`config.mk`:
```
export PLATFORM = sky130hd
export DESIGN_NAME = pulse_backlog_issuer
export DESIGN_NICKNAME = d
export VERILOG_FILES = /design/src/rtl/pulse_cdc_pkg.sv /design/src/rtl/sat_updown_cnt.sv /design/src/rtl/pulse_backlog_issuer.sv
export SDC_FILE = /design/constraint.sdc
export NUM_CORES = 1
export LEC_CHECK = 0
export ABC_AREA = 1
export BUFFER_PORTS_ARGS = -buffer_cell sky130_fd_sc_hd__buf_2
export CAP_MARGIN = 20
export CORE_MARGIN = 2
export CORE_UTILIZATION = 35
export CTS_CLUSTER_SIZE = 24
export DETAILED_ROUTE_END_ITERATION = 10
export PLACE_DENSITY = 0.52
export REMOVE_ABC_BUFFERS = 1
export SYNTH_ARGS = -nofsm -noshare
export SYNTH_HDL_FRONTEND = slang
export SYNTH_HIERARCHICAL = 1
export SYNTH_SLANG_ARGS = --single-unit
```
`constraint.sdc`:
```
create_clock -name clk -period 2.3 [get_ports clk]
set_input_delay 0.46 -clock clk [delete_from_list [all_inputs] [get_ports clk]]
set_output_delay 0.46 -clock clk [all_outputs]
set_load 0.02 [all_outputs]
```
`src/rtl/pulse_cdc_pkg.sv`:
```
// pulse_cdc_pkg: shared FSM state type and default parameters for pulse_backlog_issuer (CNT_W, MIN_GAP, ACK_TO)
package pulse_cdc_pkg;
  typedef enum logic [1:0] {IDLE, WAIT_ACK, WAIT_DONE, GAP} pb_state_t;
  localparam int CNT_W_DEF   = 8;
  localparam int MIN_GAP_DEF = 0;
  localparam int ACK_TO_DEF  = 4;
endpackage

```
`src/rtl/sat_updown_cnt.sv`:
```
// sat_updown_cnt: saturating up/down counter; ports clk, rst, clr, inc, dec in; cnt[W-1:0] count out; sat_hit flags an increment dropped at all-ones
module sat_updown_cnt #(
  parameter int W = 8
) (
  input  logic         clk,
  input  logic         rst,
  input  logic         clr,
  input  logic         inc,
  input  logic         dec,
  output logic [W-1:0] cnt,
  output logic         sat_hit
);
  logic full;
  assign full    = &cnt;
  assign sat_hit = inc && !dec && full && !clr;
  always_ff @(posedge clk)
    if (rst || clr) cnt <= '0;
    else if (inc && !dec && !full) cnt <= cnt + 1'b1;
    else if (dec && !inc && cnt != '0) cnt <= cnt - 1'b1;
endmodule

```
`src/rtl/pulse_backlog_issuer.sv`:
```
// pulse_backlog_issuer: backlogs event pulses and issues them one at a time to a busy-paced pulse synchronizer; ports clk, rst, evt_in, clr, sync_busy in; sync_pulse, pending_cnt[CNT_W-1:0], overflow, ack_err, idle out; PULSE_BACKLOG_STATS_EN adds issued_cnt[15:0]
module pulse_backlog_issuer
  import pulse_cdc_pkg::*;
#(
  parameter int CNT_W   = CNT_W_DEF,
  parameter int MIN_GAP = MIN_GAP_DEF,
  parameter int ACK_TO  = ACK_TO_DEF
) (
  input  logic             clk,
  input  logic             rst,
  input  logic             evt_in,
  input  logic             clr,
  input  logic             sync_busy,
  output logic             sync_pulse,
  output logic [CNT_W-1:0] pending_cnt,
  output logic             overflow,
  output logic             ack_err,
  output logic             idle
`ifdef PULSE_BACKLOG_STATS_EN
  ,
  output logic [15:0]      issued_cnt
`endif
);
  localparam int TW = 16;
  pb_state_t state, state_n;
  logic [TW-1:0] tmr;
  logic issue, accept, timeout, sat_hit;
  sat_updown_cnt #(.W(CNT_W)) u_backlog (
    .clk(clk),
    .rst(rst),
    .clr(clr),
    .inc(evt_in),
    .dec(accept),
    .cnt(pending_cnt),
    .sat_hit(sat_hit)
  );
  always_comb begin
    state_n = state;
    issue   = 1'b0;
    accept  = 1'b0;
    timeout = 1'b0;
    case (state)
      IDLE:
        if (!sync_busy && (pending_cnt != '0 || evt_in)) begin
          issue   = 1'b1;
          state_n = WAIT_ACK;
        end
      WAIT_ACK:
        if (sync_busy) begin
          accept  = 1'b1;
          state_n = WAIT_DONE;
        end else if (tmr == TW'(ACK_TO - 1)) begin
          timeout = 1'b1;
          state_n = IDLE;
        end
      WAIT_DONE:
        if (!sync_busy) state_n = (MIN_GAP > 0) ? GAP : IDLE;
      GAP:
        if (tmr == TW'(MIN_GAP - 1)) state_n = IDLE;
      default: state_n = IDLE;
    endcase
    if (clr) begin
      state_n = IDLE;
      issue   = 1'b0;
      accept  = 1'b0;
      timeout = 1'b0;
    end
  end
  always_ff @(posedge clk)
    if (rst || clr) begin
      state      <= IDLE;
      tmr        <= '0;
      sync_pulse <= 1'b0;
      overflow   <= 1'b0;
      ack_err    <= 1'b0;
    end else begin
      state      <= state_n;
      tmr        <= (state_n != state) ? '0 : tmr + 1'b1;
      sync_pulse <= issue;
      overflow   <= overflow | sat_hit;
      ack_err    <= ack_err | timeout;
    end
  assign idle = (state == IDLE) && (pending_cnt == '0) && !sync_busy;
`ifdef PULSE_BACKLOG_STATS_EN
  always_ff @(posedge clk)
    if (rst || clr) issued_cnt <= '0;
    else if (accept) issued_cnt <= issued_cnt + 1'b1;
`endif
endmodule
```
==> reports/metrics.yaml <==
drive_above_1_share_pct: 31.6
p_sw_share_pct: 25.4
grt_usage_pct: 14.5
power.internal_mw: 1.04
insertion_delay_ns: 0.28
run_status: "completed"
syn_area_mm2: 0.00186
maxCapViolations: 0
dpl_cell_area_mm2: 0.00213
critPathKind: "reg -> reg"
clock_sink_count: 29
hold_buffers: 0
yosys-top-cells-area: "dfxtp_1 31%, nor2_1 10%, nand2_1 9.5%"
fill_cells: 534
path_cells: "inv_2 -> or2_4 -> or2_4 -> nor2_4 -> nor2_4 -> nand2_4 -> buf_6 -> ha_4 -> nand2_2 -> nand2_2 -> nand4_1 -> nand2_1 -> nand2_1 -> nand2_1 -> nor2_1 -> nor2_1"
worst_path_max_delay_cell: "dfxtp_2"
synth_cell_types: 31
htree_levels: 2
n_antenna_cell: 0
start_util_pct: 36.4
slew_violations: 0
synth.avg_cell_area_um2: 7.37
die_w_um: 76.9
root_buffer: "clkbuf_8"
p_clk_share_pct: 45.4
post_drt_wl_per_cell_um: 11.0
dieArea_mm2: 0.00591
muxShareOfSynthArea_pct: 0
grt.overflow.total: 0
powerDensity_mw_per_mm2: 587
hold_viol: 0
relSlewSlack_pct: 58.0
seq_area_frac_synth_pct: 31.2
antenna_found_initial: 0
syn2layout_area_growth_pct: 28.4
cts_made_buffers: 5
synth_top_family_by_area: "simple AND/OR/NAND/NOR gates"
path_max_fanout: 7
final_area_mm2: 0.00238
port_buffers: 16
coreArea_mm2: 0.00511
place_congestion: 0.776
cts_tree: "done"
dr.first_iter.drc_count: 68
p_seq_share_pct: 37.4
worstHoldPathType: "in -> reg"
rsz0062_at_grt: "true"
nNetsFinal: 306
synth-xor-area-share_pct: 8.01
fin_crit_sh_pct: 94.6
die_h_um: 76.9
grt_start_max_net_pins: 17
clk_path_buf_depth: 2
power.share.combinational_pct: 17.1
clk_pin_slew_worst_paths_ns: 0.07
synth_compound_area_share_pct: 7.21
synth_largest_area_cell: "dfxtp_1"
cp_common_cell: "nand2_1"
p_sw_uw: 356
ios: 17
synth-simple-area-share_pct: 40.4
antenna_left: 0
finalSetupViolCount: 0
synth-edff-count: 0
ys.flop_type: "dfxtp_1"
max_freq_ghz: 0.459
yosysWarnings: 6
netlist.area_leader.share_pct: 31.2
worstMarginPinSlew_ns: 0.627
final_common_cell: "nor2_1"
leakagePower_nw: 0.959
synth-seq-cells: 29
critical_path_required_ns: 2.47
slowest_delay_ns: 0.33
fin_total_pwr_mw: 1.40
dpl.hpwl_um: 2990
grt_pass1_vias: 1479
grt_pass1_wl_um: 6780
end_kind: "flop"
drtPass1Iterations: 4
final.min_clock_period_ns: 2.18
async_reset_ff_share_pct: 0
wl_um: 4000
critPathArrivalTime_ns: 2.35
synthCells: 252
viasPerCell: 4.47
fp-row-count: 26
clock_skew_ns: 0.00548
drc: 0
layout_common_cells: "48 x nor2_1, 44 x nand2_1, 28 x dfxtp_1"
critPathLaunchType: "flop"
routed-via-count: 1627
synth_fa_ha_area_share_pct: 5.79
ir_worst_vdd_uv: 497
==> worst max-delay path, delay by kind of cell, from the launching register on <==
kind	cells	cell delay [ns]
buf+inv	2	0.17
fa+ha+maj	1	0.19
simple gates	13	1.38
flops	1	0.33
==> sequential cells by signal, indices dropped and copies added (netlist names) <==
signal and count:
sync_pulse 1, tmr 16, overflow 1, u_backlog/cnt 8, ack_err 1, state 2
==> cell type report <==
cell class / instances / area (um2) / share of cell area (%)
Tap cell: 70 / 87.6 / 3.67
Inverter: 28 / 105 / 4.41
Clock inverter: 3 / 65.1 / 2.73
Timing Repair Buffer: 36 / 234 / 9.81
Sequential cell: 29 / 582 / 24.4
Clock buffer: 5 / 68.8 / 2.89
Multi-Input combinational cell: 193 / 1240 / 52.1
==> per-layer routing <==
metal	up-vias	GRT usage (%)	share of wire, %
li1	878	-	-
met1	730	18.0	48
met2	17	23.8	48
met3	2	5.06	3.5
met4	0	3.82	0.38
met5	-	0	0
==> synthesized netlist by cell type, types with 2 or more instances <==
library cell and n:
or2_2 2, o21ai_1 5, xor2_1 7, nor4_1 2, nand4_1 3, o21ai_0 2, dfxtp_1 29, xnor2_1 10
nor3_1 3, nor2_1 50, inv_1 27, ha_1 7, nor2_4 11, nand2_2 5, nand3_4 2, a21oi_1 8
nand2_1 47, nand2_4 2, nand3_1 13, nor2_2 5, o21ai_2 2
==> final timing paths <==
kind	startpoint	endpoint	slack, ns	cells after the start
setup reg to reg	state[0]	u_backlog/cnt[5]	0.12	16
hold / removal	rst	state[0]	0.36	2
setup / recovery	state[0]	u_backlog/cnt[5]	0.12	16
hold reg to reg	tmr[0]	tmr[0]	0.45	1
==> cell families after synthesis <==
family          Yosys count
simple gates            147
buf+inv                  30
flops                    29
compound gates           21
xor+xnor                 17
fa+ha+maj                 8
==> power groups by stage <==
| stage | Clock, mW | Combinational, mW | Sequential, mW |
|---|---|---|---|
| global route | 0.689 | 0.268 | 0.526 |
| global placement | 0 | 0.215 | 0.535 |
| detailed placement | 0 | 0.215 | 0.535 |
| CTS | 0.654 | 0.216 | 0.523 |
| finish | 0.636 | 0.240 | 0.525 |
| floorplan | 0 | 0.128 | 0.547 |
==> what timing repair did <==
action / 4_1_cts / 5_1_grt
resized for setup: 1 / 20
pin swaps: 0 / 10
setup endpoints to repair: 2 / 4
setup buffers: 0 / 2
==> metrics by stage <==
stage               utilization [%]   TNS, ns  hold WS [ns]  setup slack, ns  instances
floorplan                         -    -0.102         0.418          -0.0709        250
global placement               41.7         0         0.433           0.0104        354
detailed placement             41.7  -0.00671         0.439         -0.00671        354
CTS                            44.4         0         0.358           0.0155        362
global route                   46.7  -0.00565         0.347         -0.00565        364
finish                         46.7         0         0.362            0.124        364
No activity file was read; power rests on OpenSTA's default activity.
